$ cat src/rtl/odd_even_pkg.sv
// Shared types and helpers for the odd/even merge path.
// Latency: n/a (declarations only).
// Backpressure: n/a.
// Contents: turn enum, parity check helper, FIFO depth legality check.
package odd_even_pkg;

  // Which class the output should take next.
  typedef enum logic {
    TURN_EVEN = 1'b0,
    TURN_ODD  = 1'b1
  } turn_e;

  // Smallest legal class FIFO depth.
  localparam int unsigned MIN_DEPTH = 2;

  // A word belongs to the odd class exactly when its LSB is set.
  function automatic logic parity_ok(input logic lsb, input logic is_odd_class);
    return lsb == is_odd_class;
  endfunction

  // Depth must be a power of two so the pointers can wrap naturally.
  function automatic bit depth_legal(input int unsigned depth);
    return (depth >= MIN_DEPTH) && ((depth & (depth - 1)) == 0);
  endfunction

endpackage

$ cat src/rtl/merge_fifo.sv
// Per-class buffer: synchronous-write FIFO with a combinational head word.
// Latency: a word pushed at edge N is visible on dout after edge N.
// Backpressure: full is registered; pushes while full and pops while empty are ignored.
// Ports: clk, reset (async active-low), push/din, pop/dout, full, empty.
module merge_fifo
  import odd_even_pkg::*;
#(
  parameter int WIDTH = 32,
  parameter int DEPTH = 4
) (
  input  logic             clk,
  input  logic             reset,
  input  logic             push,
  input  logic             pop,
  input  logic [WIDTH-1:0] din,
  output logic [WIDTH-1:0] dout,
  output logic             full,
  output logic             empty
);

  localparam int AW = $clog2(DEPTH);
  localparam int CW = AW + 1;

  if (!depth_legal(DEPTH)) begin : g_bad_depth
    $error("merge_fifo: DEPTH must be a power of two and at least 2");
  end

  logic [WIDTH-1:0] mem_q [DEPTH];
  logic [AW-1:0]    wr_ptr_q;
  logic [AW-1:0]    rd_ptr_q;
  logic [CW-1:0]    cnt_q;
  logic             do_push;
  logic             do_pop;

  assign full    = (cnt_q == CW'(DEPTH));
  assign empty   = (cnt_q == '0);
  assign do_push = push && !full;
  assign do_pop  = pop && !empty;
  assign dout    = mem_q[rd_ptr_q];

  // Storage carries no reset; only the pointers and count define validity.
  always_ff @(posedge clk) begin
    if (do_push) begin
      mem_q[wr_ptr_q] <= din;
    end
  end

  // Pointers are exactly log2(DEPTH) bits, so the increment wraps modulo DEPTH.
  always_ff @(posedge clk or negedge reset) begin
    if (!reset) begin
      wr_ptr_q <= '0;
      rd_ptr_q <= '0;
      cnt_q    <= '0;
    end else begin
      if (do_push) wr_ptr_q <= wr_ptr_q + AW'(1);
      if (do_pop)  rd_ptr_q <= rd_ptr_q + AW'(1);
      case ({do_push, do_pop})
        2'b10:   cnt_q <= cnt_q + CW'(1);
        2'b01:   cnt_q <= cnt_q - CW'(1);
        default: cnt_q <= cnt_q;
      endcase
    end
  end

endmodule

$ cat src/rtl/odd_even_merge.sv
// Merges parity-split odd/even streams into one alternating, registered output stream.
// Latency: input handshake at edge N can be presented on out_* after edge N+1.
// Backpressure: per-class ready = enable && !full; output holds while out_valid && !out_ready.
// Ports: clk, reset (async active-low), enable, strict, odd_*/even_* inputs with ready,
//        out_valid/out_ready/out_data/out_is_odd, parity_err (one-cycle pulse on dropped word).
module odd_even_merge
  import odd_even_pkg::*;
#(
  parameter int WIDTH = 32,
  parameter int DEPTH = 4
) (
  input  logic             clk,
  input  logic             reset,
  input  logic             enable,
  input  logic             strict,
  input  logic             odd_valid,
  output logic             odd_ready,
  input  logic [WIDTH-1:0] odd_in,
  input  logic             even_valid,
  output logic             even_ready,
  input  logic [WIDTH-1:0] even_in,
  output logic             out_valid,
  input  logic             out_ready,
  output logic [WIDTH-1:0] out_data,
  output logic             out_is_odd,
  output logic             parity_err
);

  logic             odd_full, odd_empty, even_full, even_empty;
  logic [WIDTH-1:0] odd_dout, even_dout;
  logic             odd_hs, even_hs;
  logic             odd_push, even_push;
  logic             pop_odd, pop_even;
  logic             load;

  turn_e            turn_q, turn_d;
  logic             out_valid_q, out_valid_d;
  logic [WIDTH-1:0] out_data_q, out_data_d;
  logic             out_is_odd_q, out_is_odd_d;
  logic             parity_err_q, parity_err_d;

  // Ready comes only from registered occupancy, so a same-cycle pop never reopens a full FIFO.
  assign odd_ready  = enable && !odd_full;
  assign even_ready = enable && !even_full;

  assign odd_hs    = odd_valid && odd_ready;
  assign even_hs   = even_valid && even_ready;
  assign odd_push  = odd_hs && parity_ok(odd_in[0], 1'b1);
  assign even_push = even_hs && parity_ok(even_in[0], 1'b0);

  assign load = enable && (!out_valid_q || out_ready);

  merge_fifo #(.WIDTH(WIDTH), .DEPTH(DEPTH)) u_odd_fifo (
    .clk   (clk),
    .reset (reset),
    .push  (odd_push),
    .pop   (pop_odd),
    .din   (odd_in),
    .dout  (odd_dout),
    .full  (odd_full),
    .empty (odd_empty)
  );

  merge_fifo #(.WIDTH(WIDTH), .DEPTH(DEPTH)) u_even_fifo (
    .clk   (clk),
    .reset (reset),
    .push  (even_push),
    .pop   (pop_even),
    .din   (even_in),
    .dout  (even_dout),
    .full  (even_full),
    .empty (even_empty)
  );

  always_comb begin
    pop_odd      = 1'b0;
    pop_even     = 1'b0;
    turn_d       = turn_q;
    out_valid_d  = out_valid_q;
    out_data_d   = out_data_q;
    out_is_odd_d = out_is_odd_q;

    // Turn class first; in non-strict mode the other class fills an empty turn.
    if (load) begin
      if (turn_q == TURN_ODD) begin
        if (!odd_empty)                 pop_odd  = 1'b1;
        else if (!strict && !even_empty) pop_even = 1'b1;
      end else begin
        if (!even_empty)                pop_even = 1'b1;
        else if (!strict && !odd_empty)  pop_odd  = 1'b1;
      end
    end

    if (pop_odd || pop_even) begin
      out_valid_d  = 1'b1;
      out_is_odd_d = pop_odd;
      out_data_d   = pop_odd ? odd_dout : even_dout;
      turn_d       = pop_odd ? TURN_EVEN : TURN_ODD;
    end else if (out_valid_q && out_ready) begin
      // Consumed with nothing to replace it; also lets a handshake finish while disabled.
      out_valid_d = 1'b0;
    end

    parity_err_d = (odd_hs && !parity_ok(odd_in[0], 1'b1)) ||
                   (even_hs && !parity_ok(even_in[0], 1'b0));
  end

  always_ff @(posedge clk or negedge reset) begin
    if (!reset) begin
      turn_q       <= TURN_ODD;
      out_valid_q  <= 1'b0;
      out_data_q   <= '0;
      out_is_odd_q <= 1'b0;
      parity_err_q <= 1'b0;
    end else begin
      turn_q       <= turn_d;
      out_valid_q  <= out_valid_d;
      out_data_q   <= out_data_d;
      out_is_odd_q <= out_is_odd_d;
      parity_err_q <= parity_err_d;
    end
  end

  assign out_valid  = out_valid_q;
  assign out_data   = out_data_q;
  assign out_is_odd = out_is_odd_q;
  assign parity_err = parity_err_q;

endmodule
$ cat config.mk
export PLATFORM = sky130hd
export DESIGN_NAME = odd_even_merge
export DESIGN_NICKNAME = d
export VERILOG_FILES = /design/src/rtl/odd_even_pkg.sv /design/src/rtl/merge_fifo.sv /design/src/rtl/odd_even_merge.sv
export SDC_FILE = /design/constraint.sdc
export NUM_CORES = 1
export LEC_CHECK = 0
export CAP_MARGIN = 20
export CORE_MARGIN = 8
export CORE_UTILIZATION = 30
export CTS_CLUSTER_SIZE = 8
export DETAILED_ROUTE_END_ITERATION = 12
export HOLD_SLACK_MARGIN = 0.05
export PLACE_DENSITY = 0.48
export SLEW_MARGIN = 20
export SYNTH_ARGS = -nofsm -noshare
export SYNTH_HDL_FRONTEND = slang
export SYNTH_SLANG_ARGS = --single-unit
$ cat constraint.sdc
create_clock -name clk -period 4.9 [get_ports clk]
set_input_delay 0.735 -clock clk [delete_from_list [all_inputs] [get_ports clk]]
set_output_delay 0.735 -clock clk [all_outputs]
set_load 0.01 [all_outputs]
# --- Word-level counts from Yosys, hierarchy flattened ---
# Memories as Yosys holds them, arrays and structs flattened.
# Cells that the tools add are included.
totals:
  wordCells: 79
  n_memories: 2
  out_inout_bits: 37
  reg_bits: 50
  ramBits: 256
  input_bits: 71
mem_list:
  columns: ["name", "depth", "width", "rd", "rd_clocked_by_memory_dff", "wr", "line", "source"]
  rows:
  - ["u_even_fifo.mem_q", 4, 32, 1, 0, 1, "merge_fifo.sv:28", "logic [WIDTH-1:0] mem_q [DEPTH];"]
  - ["u_odd_fifo.mem_q", 4, 32, 1, 0, 1, "merge_fifo.sv:28", null]
classes:
  n_eq_ne: 6
  bitwise_logic: 1
  n_reduce_logical: 31
  n_mux: 20
  add_sub_neg: 8
op_table:
  columns: ["cell", "count"]
  rows:
  - ["32-bit 2-to-1 mux", 1]
  - ["1-bit 2-to-1 mux", 17]
  - ["1-bit logical AND", 16]
  - ["3-bit case mux with 2 select lines", 2]
  - ["2-bit by 1-bit adder with 2-bit output (second input constant)", 4]
  - ["1-bit zero test", 7]
  - ["3-bit by 1-bit adder with 3-bit output (second input constant)", 2]
  - ["3-bit equality test (second input constant)", 2]
  - ["3-bit zero test", 2]
  - ["2-bit nonzero test", 3]
  - ["3-bit by 1-bit subtractor with 3-bit output (second input constant)", 2]
  - ["2-bit by 1-bit equality test with 1-bit output (second input constant)", 2]
  - ["2-bit equality test (second input constant)", 2]
  - ["1-bit logical OR", 3]
  - ["1-bit NOT", 1]

# --- Depth between registers and ports, before layout ---
# Gate-level depths: netlist of run 1.
logic_depth:
  depth_word: 10
  mapped_depth: 10
  depth_no_buf: 10

# --- Cells and area by module ---
# From an unflattened synthesis of run 1, not the netlist that was laid out.
unflattened:
  hier_cells: 557
  area_unflattened_um2: 11842.6
by_module_without_submodules:
  columns: ["module", "seq_area_each_um2", "area_per_inst_um2", "instances", "cells_per_inst"]
  rows:
  - ["merge_fifo", 4018.9, 5091.1, 2, 205]
  - ["odd_even_merge", 902.1, 1660.3, 1, 147]

# --- Least setup slack after synthesis of run 1 ---
# No wires, ideal clock.
synth_path:
  path_kind: "input port to flip-flop"
  startpoint: "in enable"
  endpoint: "mem u_odd_fifo.mem_q[0][0] (enable)"
  path_stages: 4
  t_required_ns: 4.479
  arrival_time_ns: 2.773
  path_slack_ns: 1.706
  setup_ns: 0.421
  path_buffers: 0
  path_cell_list: "inv_1 -> a31oi_1 -> nand3_1 -> nor2_1"
synth_between:
  elab_chain_cells: 6
synth_rtl:
  columns: ["item", "line", "source"]
  rows:
  - ["start: declaration", "odd_even_merge.sv:14", "input logic enable,"]
  - ["1-bit logical AND", "odd_even_merge.sv:43", "assign odd_ready = enable && !odd_full;"]
  - ["named net odd_ready", "odd_even_merge.sv:17", "output logic odd_ready,"]
  - ["1-bit logical AND", "odd_even_merge.sv:46", "assign odd_hs = odd_valid && odd_ready;"]
  - ["1-bit logical AND", "odd_even_merge.sv:48", "assign odd_push = odd_hs && parity_ok(odd_in[0], 1'b1);"]
  - ["1-bit logical AND", "merge_fifo.sv:37", "assign do_push = push && !full;"]
  - ["1-bit 2-to-1 mux", "merge_fifo.sv:43", "if (do_push) begin"]
  - ["1-bit 2-to-1 mux (not written as such)", "merge_fifo.sv:44", "mem_q[wr_ptr_q] <= din;"]
  - ["end: declaration", "merge_fifo.sv:28", null]
# The timed path passes the listed nets, and every way through them passes these cells.

# --- Worst setup path in the final report of run 1 ---
layout_path:
  startpoint: "in enable"
  endpoint: "out odd_ready"
layout_between:
  elab_chain_cells: 1
layout_rtl:
  columns: ["item", "line"]
  rows:
  - ["1-bit logical AND", "odd_even_merge.sv:43"]
  - ["end: declaration", "odd_even_merge.sv:17"]
# No other way between the ends.

==> metrics.txt, run 1 <==
Setup crit start=enable; VDD IR-drop max=0.271 mV; Final Max Slew Viols=0; Port Buffers=107; Total GRT Usage=a little under an eighth; slew margin rel.=37.6%; Slew @ Worst Pin=936 ps; via count=5698; post-layout min period=2940 ps; outcome=finished, final reports clean; diode count=0; RR Endpoint=u_even_fifo.cnt_q[2]$_DFFE_PN0P_; Setup WS post-layout=1960 ps; TNS Setup=0 ps; CTS Hold Buffers Added=0; first-pass GRT wire length=between 30000 and 40000 µm; first-pass iteration count of the detailed router=4; critical path type=primary input to output port; #FFs+latches synth=a little over 300; Synth Instances=539; Final nets=764; worst r2r path cells=9; leak pwr=0.00490 µW; gr ovfl total=0; row count=72; Worst Hold Class=primary input to asynchronous set/reset pin; H-tree levels=2; IO Pins=108; cts repair resizes=0; most common cell after layout, fill and taps aside=edfxtp_1; Final Hold Fails=0; FF-to-FF Start=u_even_fifo.cnt_q[0]$_DFFE_PN0P_; Die Height=213 µm; clock tree from TritonCTS=done; pre-CTS setup slack=1870 ps; Clock Latency Late Sink=about 520 ps; DRC=0; routed wire length=approximately 26000 µm; Post-CTS Setup Bufs=0; Setup crit end kind=output port; Final HPWL DP=about 17000 µm; vias in the first global route=6303; mapped cell area=11600 µm²; total CTS buffers=44; most frequent cells in the layout=edfxtp_1 (256), clkdlybuf4s50_1 (106), mux4_2 (64); Avg Cell Area, Syn=about 22 µm²; crit path max fanout=5; Final setup viols=0; WHS=approximately 330 ps; unrepaired setup endpoints after global routing=false; Synth cell types=33; crit start category=primary input; RePlAce Congestion=approximately 0.75; Root Buffer=clkbuf_16; crit path DAT=2210 ps; Mapped Nets=622; die area=45300 µm²; power density over the cells=roughly 570 nW/µm²; Core Box Area=38500 µm²; routed wirelength normalized by instance count=21.2 µm; initial drt markers=397; fill count=3523; Post-DRT Antenna Nets=0; sequential-to-total area share from yosys stat=76.9%; clock skew=15.9 ps; Syn. warnings=0; clock sinks=306; final critical-path share of the clock period=60.0%; drt via density=4.62; achievable clock frequency=0.340 GHz; initial antenna violation count=3; layout cells sized above 1=19.7%; Area Growth Syn to Fin=25.5%; Bufs on Longest Clock Path=3; Clk pin slew, worst setup/hold paths=~50 ps; max cap viols=0; Critical Path RT=4160 ps; die extent in x=213 µm; Initial Utilization=30.2%; crit path to=odd_ready; largest net degree at the start of global routing=51; reg-to-reg slack, setup=2400 ps; fin util=37.9%
==> critical path, stage by stage <==
cell and delay [ps]:
clkdlybuf4s50_1 540, inv_1 80, a31oi_1 240, clkdlybuf4s50_1 610
==> sequential cells by signal, summed over array words and instances, names as in the netlist, 2 cells and up <==
name and cells:
out_data 32, u_even_fifo.cnt_q 3, u_even_fifo.mem_q 128, u_even_fifo.rd_ptr_q 2, u_even_fifo.wr_ptr_q 2, u_odd_fifo.cnt_q 3, u_odd_fifo.mem_q 128, u_odd_fifo.rd_ptr_q 2
u_odd_fifo.wr_ptr_q 2
==> metrics by stage <==
step / total power [µW] / area (µm²) / cells
after floorplan: 4800 / 11600 / 539
final: 8290 / 14600 / 1234
after CTS: 8450 / 14600 / 1234
after global routing: 8700 / 14600 / 1234
after global placement: 5600 / 13300 / 1153
after detailed placement: 5640 / 13300 / 1153
==> where the power goes <==
group | total [µW] | switching [µW] | leakage (µW) | internal, µW
Clock | 2760 | 1050 | 0.000607 | 1710
Sequential | 3500 | 323 | 0.00291 | 3170
Combinational | 2040 | 920 | 0.00138 | 1120
==> synth_stat cells <==
library cell / number / area (µm²)
nand2b_1: 1 / 6.26
and2_1: 36 / 225
nand3_1: 1 / 5.00
o22ai_1: 1 / 6.26
clkbuf_1: 10 / 37.5
nand4_1: 1 / 6.26
o2111a_2: 1 / 12.5
o41ai_2: 1 / 16.3
buf_4: 1 / 7.51
dfstp_2: 1 / 26.3
a21o_1: 1 / 7.51
inv_2: 1 / 3.75
dfrtp_1: 49 / 1230
xor2_1: 4 / 35.0
inv_1: 18 / 67.6
mux2i_1: 1 / 10.0
or3_1: 2 / 12.5
xnor2_1: 8 / 70.1
nor2_4: 1 / 11.3
o21ai_0: 1 / 5.00
fa_1: 2 / 40.0
nor4_1: 1 / 6.26
edfxtp_1: 256 / 7690
ha_1: 10 / 125
buf_6: 5 / 56.3
nand2_1: 5 / 18.8
mux2_2: 2 / 22.5
a31oi_1: 3 / 18.8
o311ai_0: 1 / 8.76
buf_2: 10 / 50.1
a221o_1: 32 / 320
nor2_1: 8 / 30.0
mux4_2: 64 / 1440
==> final cells by class <==
type	instances	area, µm²	area share (%)
sequential	306	8940	61.3
clock buffer	78	1250	8.57
timing repair buffer	122	1180	8.08
clock inverter	3	26.3	0.180
inverter	19	71.3	0.489
multi-input combinational	188	2470	16.9
tap	518	648	4.44
==> per-layer routing <==
metal | share of wire (%) | vias to the layer above | global-route usage, %
met2 | 49 | 172 | 19.1
met5 | 0.13 | - | 0
met4 | 1.3 | 6 | 2.36
met3 | 6.7 | 38 | 3.19
met1 | 43 | 2989 | 15.3
li1 | - | 2493 | -
==> worst min-delay path by stage <==
stage / startpoint / slack (ps) / endpoint
2_1_floorplan: reset / 440 / out_data[0]$_DFFE_PN0P_
3_3_place_gp: out_is_odd$_DFFE_PN0P_ / 470 / out_is_odd$_DFFE_PN0P_
3_5_place_dp: out_is_odd$_DFFE_PN0P_ / 470 / out_is_odd$_DFFE_PN0P_
4_1_cts: reset / 340 / out_data[9]$_DFFE_PN0P_
5_1_grt: reset / 390 / out_data[9]$_DFFE_PN0P_
6_report: reset / 330 / out_data[9]$_DFFE_PN0P_
==> kinds of logic (layout without fill, tap and decap cells) <==
| family | Yosys count | count (layout) | synth area share [%] |
|---|---|---|---|
| AO/OA/AOI/OAI | 41 | 41 | 3.40 |
| XOR/XNOR | 12 | 12 | 0.904 |
| adder cells (fa/ha/maj) | 12 | 12 | 1.42 |
| buffers and inverters | 45 | 222 | 1.92 |
| flip-flops | 306 | 306 | 76.9 |
| multiplexers | 67 | 67 | 12.7 |
| AND/OR/NAND/NOR | 56 | 56 | 2.77 |
Note: power is estimated with default switching activity, not from simulation.
==> run 2: changes to the inputs <==
==> constraint.sdc (replaced) <==
create_clock -name clk -period 2.8 [get_ports clk]
set_input_delay 0.42 -clock clk [delete_from_list [all_inputs] [get_ports clk]]
set_output_delay 0.42 -clock clk [all_outputs]
set_load 0.01 [all_outputs]
==> run 2 against run 1 <==
Effect of this change: final cell count grew 0.81%; global-route usage grew 0.21 points; critical path depth increased by 6; via count up 1.4%; clock skew rose by 2.3 ps; first-iteration DRC count decreased by 15%; largest power group unchanged; utilization rose by 0.49 points; clock power grew 75%; flip-flop and latch count is the same; sequential share of layout area down 0.79 points.
==> metrics.txt, run 2 (same netlist as run 1, synthesis figures left out) <==
outcome=finished, final reports clean; max cap viols=0; reg-to-reg slack, setup=430 ps; Total GRT Usage=11.8%; cts repair resizes=0; Slew @ Worst Pin=around 700 ps; Setup crit end kind=register; die extent in x=213 µm; Final HPWL DP=17500 µm; initial antenna violation count=2; Final Max Slew Viols=0; diode count=0; Final nets=774; routed wire length=26700 µm; global routing usage on met2=19.7%; fill count=approximately 3500; leak pwr=roughly 0.0050 µW; first-pass iteration count of the detailed router=4; initial drt markers=337; Bufs and invs on worst path=3; CTS Hold Buffers Added=1; switching share of power=27.7%; drt via density=4.65; first-pass GRT wire length=approximately 40000 µm; crit start category=register; total CTS buffers=44; Clock Power Share=32.9%; worst hold path depth=1; Post-DRT Antenna Nets=0; crit path max fanout=4; row count=slightly above 70; Crit path largest cell delay=490 ps; routing usage on met3=3.27%; post-layout min period=around 2400 ps; power density over the cells=993 nW/µm²; clock skew=18.3 ps; Critical Path RT=between 3000 and 4000 ps; Worst Hold Class=register to register; critical path type=register to register; worst r2r path cells=10; die area=45300 µm²; H-tree levels=2; unrepaired setup endpoints after global routing=false; largest net degree at the start of global routing=51; clock tree from TritonCTS=done; VDD IR-drop max=0.499 mV; Final Hold Fails=0; Core Box Area=approximately 38000 µm²; most frequent cells in the layout=edfxtp_1 (256), clkdlybuf4s50_1 (106), mux4_2 (64); Net Sw Power=4070 µW; vias in the first global route=6338; Clk pin slew, worst setup/hold paths=approximately 50 ps; final critical-path share of the clock period=84.8%; routed wirelength normalized by instance count=about 21 µm; FF-to-FF Start=u_even_fifo.cnt_q[2]$_DFFE_PN0P_; CP max stage cell=o311ai_0; TNS Setup=0 ps; worst-path cell chain=inv_1 -> o311ai_0 -> nor2_1 -> inv_1 -> ha_1 -> inv_1 -> fa_1 -> xor2_1 -> nor2_1 -> xnor2_1; Final setup viols=0; met1 GRT Util=between 10% and 20%; Area Growth Syn to Fin=27.1%; Setup WS post-layout=426 ps; Root Buffer=clkbuf_16; Post-CTS Setup Bufs=0; Bufs on Longest Clock Path=3; hold worst-path end=out_is_odd$_DFFE_PN0P_; Initial Utilization=30.2%; crit path DAT=approximately 2800 ps; Most Crowded Layer GR=met2; sequential power share=between 40% and 50%; slew margin rel.=52.8%; CP most frequent cell=inv_1; part of the power in combinational logic=26.2%; Port Buffers=107; RePlAce Congestion=about 0.8; achievable clock frequency=approximately 0.42 GHz; IO Pins=108; most common cell after layout, fill and taps aside=edfxtp_1; critical path's top delay family=adder cells; clock sinks=slightly above 300; layout cells sized above 1=roughly a fifth; via count=5779; RR Endpoint=u_even_fifo.cnt_q[2]$_DFFE_PN0P_; DRC=0; worst hold start=out_is_odd$_DFFE_PN0P_; gr ovfl total=0; Pint=10600 µW; pre-CTS setup slack=204 ps; Clock Latency Late Sink=roughly 530 ps; Die Height=between 200 and 250 µm
[run 2: per-stage QoR]
| step | area (µm²) | instances | total power [µW] | hold WS (ps) | util [%] |
|---|---|---|---|---|---|
| 4_1_cts | 14800 | 1244 | 15000 | 490 | 38.4 |
| 5_1_grt | 14800 | 1244 | 15400 | 506 | 38.4 |
| 3_5_place_dp | 13500 | 1162 | 10000 | 472 | 35.1 |
| 6_report | 14800 | 1244 | 14700 | 491 | 38.4 |
| 3_3_place_gp | 13500 | 1162 | 9930 | 479 | 35.1 |
| 2_1_floorplan | 11600 | 539 | 8400 | 124 | - |
[run 2: how the worst max path moves through the flow]
stage / endpoint / startpoint / cells past startpoint / slack, ps
6_report: u_even_fifo.cnt_q[2]$_DFFE_PN0P_ / u_even_fifo.cnt_q[2]$_DFFE_PN0P_ / 10 / 430
5_1_grt: u_even_fifo.cnt_q[2]$_DFFE_PN0P_ / u_even_fifo.cnt_q[2]$_DFFE_PN0P_ / 10 / 270
4_1_cts: odd_ready / u_odd_fifo.cnt_q[0]$_DFFE_PN0P_ / 3 / 410
3_5_place_dp: u_odd_fifo.cnt_q[2]$_DFFE_PN0P_ / strict / 9 / 200
3_3_place_gp: u_even_fifo.cnt_q[2]$_DFFE_PN0P_ / strict / 10 / 280
2_1_floorplan: u_odd_fifo.mem_q[0][0]$_DFFE_PP_ / u_odd_fifo.cnt_q[0]$_DFFE_PN0P_ / 4 / -130
[run 2: layout make-up]
type	instances	area, µm²	area share [%]
Clock inverter	3	26.3	0.178
Sequential cell	306	8940	60.5
Inverter	19	71.3	0.483
Timing Repair Buffer	132	1370	9.26
Tap cell	518	648	4.39
Multi-Input combinational cell	188	2470	16.7
Clock buffer	78	1250	8.46
[run 2: worst register-to-register path, delay by kind of cell, from the launching register on]
family                   cells  cell delay, ps
buffers and inverters        3             260
AO/OA/AOI/OAI                1             490
adder cells (fa/ha/maj)      2             620
XOR/XNOR                     2             290
AND/OR/NAND/NOR              2             230
flip-flops                   1             400
[run 2: power by group through the flow]
stage	logic, µW	registers (µW)	clock network (µW)
after global placement	3880	6050	0
after detailed placement	3950	6070	0
final	3840	6000	4830
after CTS	3970	6000	4990
after global routing	4180	6070	5160
after floorplan	2420	5980	0
[run 2: metal layers]
metal / wire length [µm] / share of wire [%]
met5: 23 / 0.086
met4: 571 / 2.1
met3: 1660 / 6.2
met2: 13100 / 49
met1: 11400 / 43
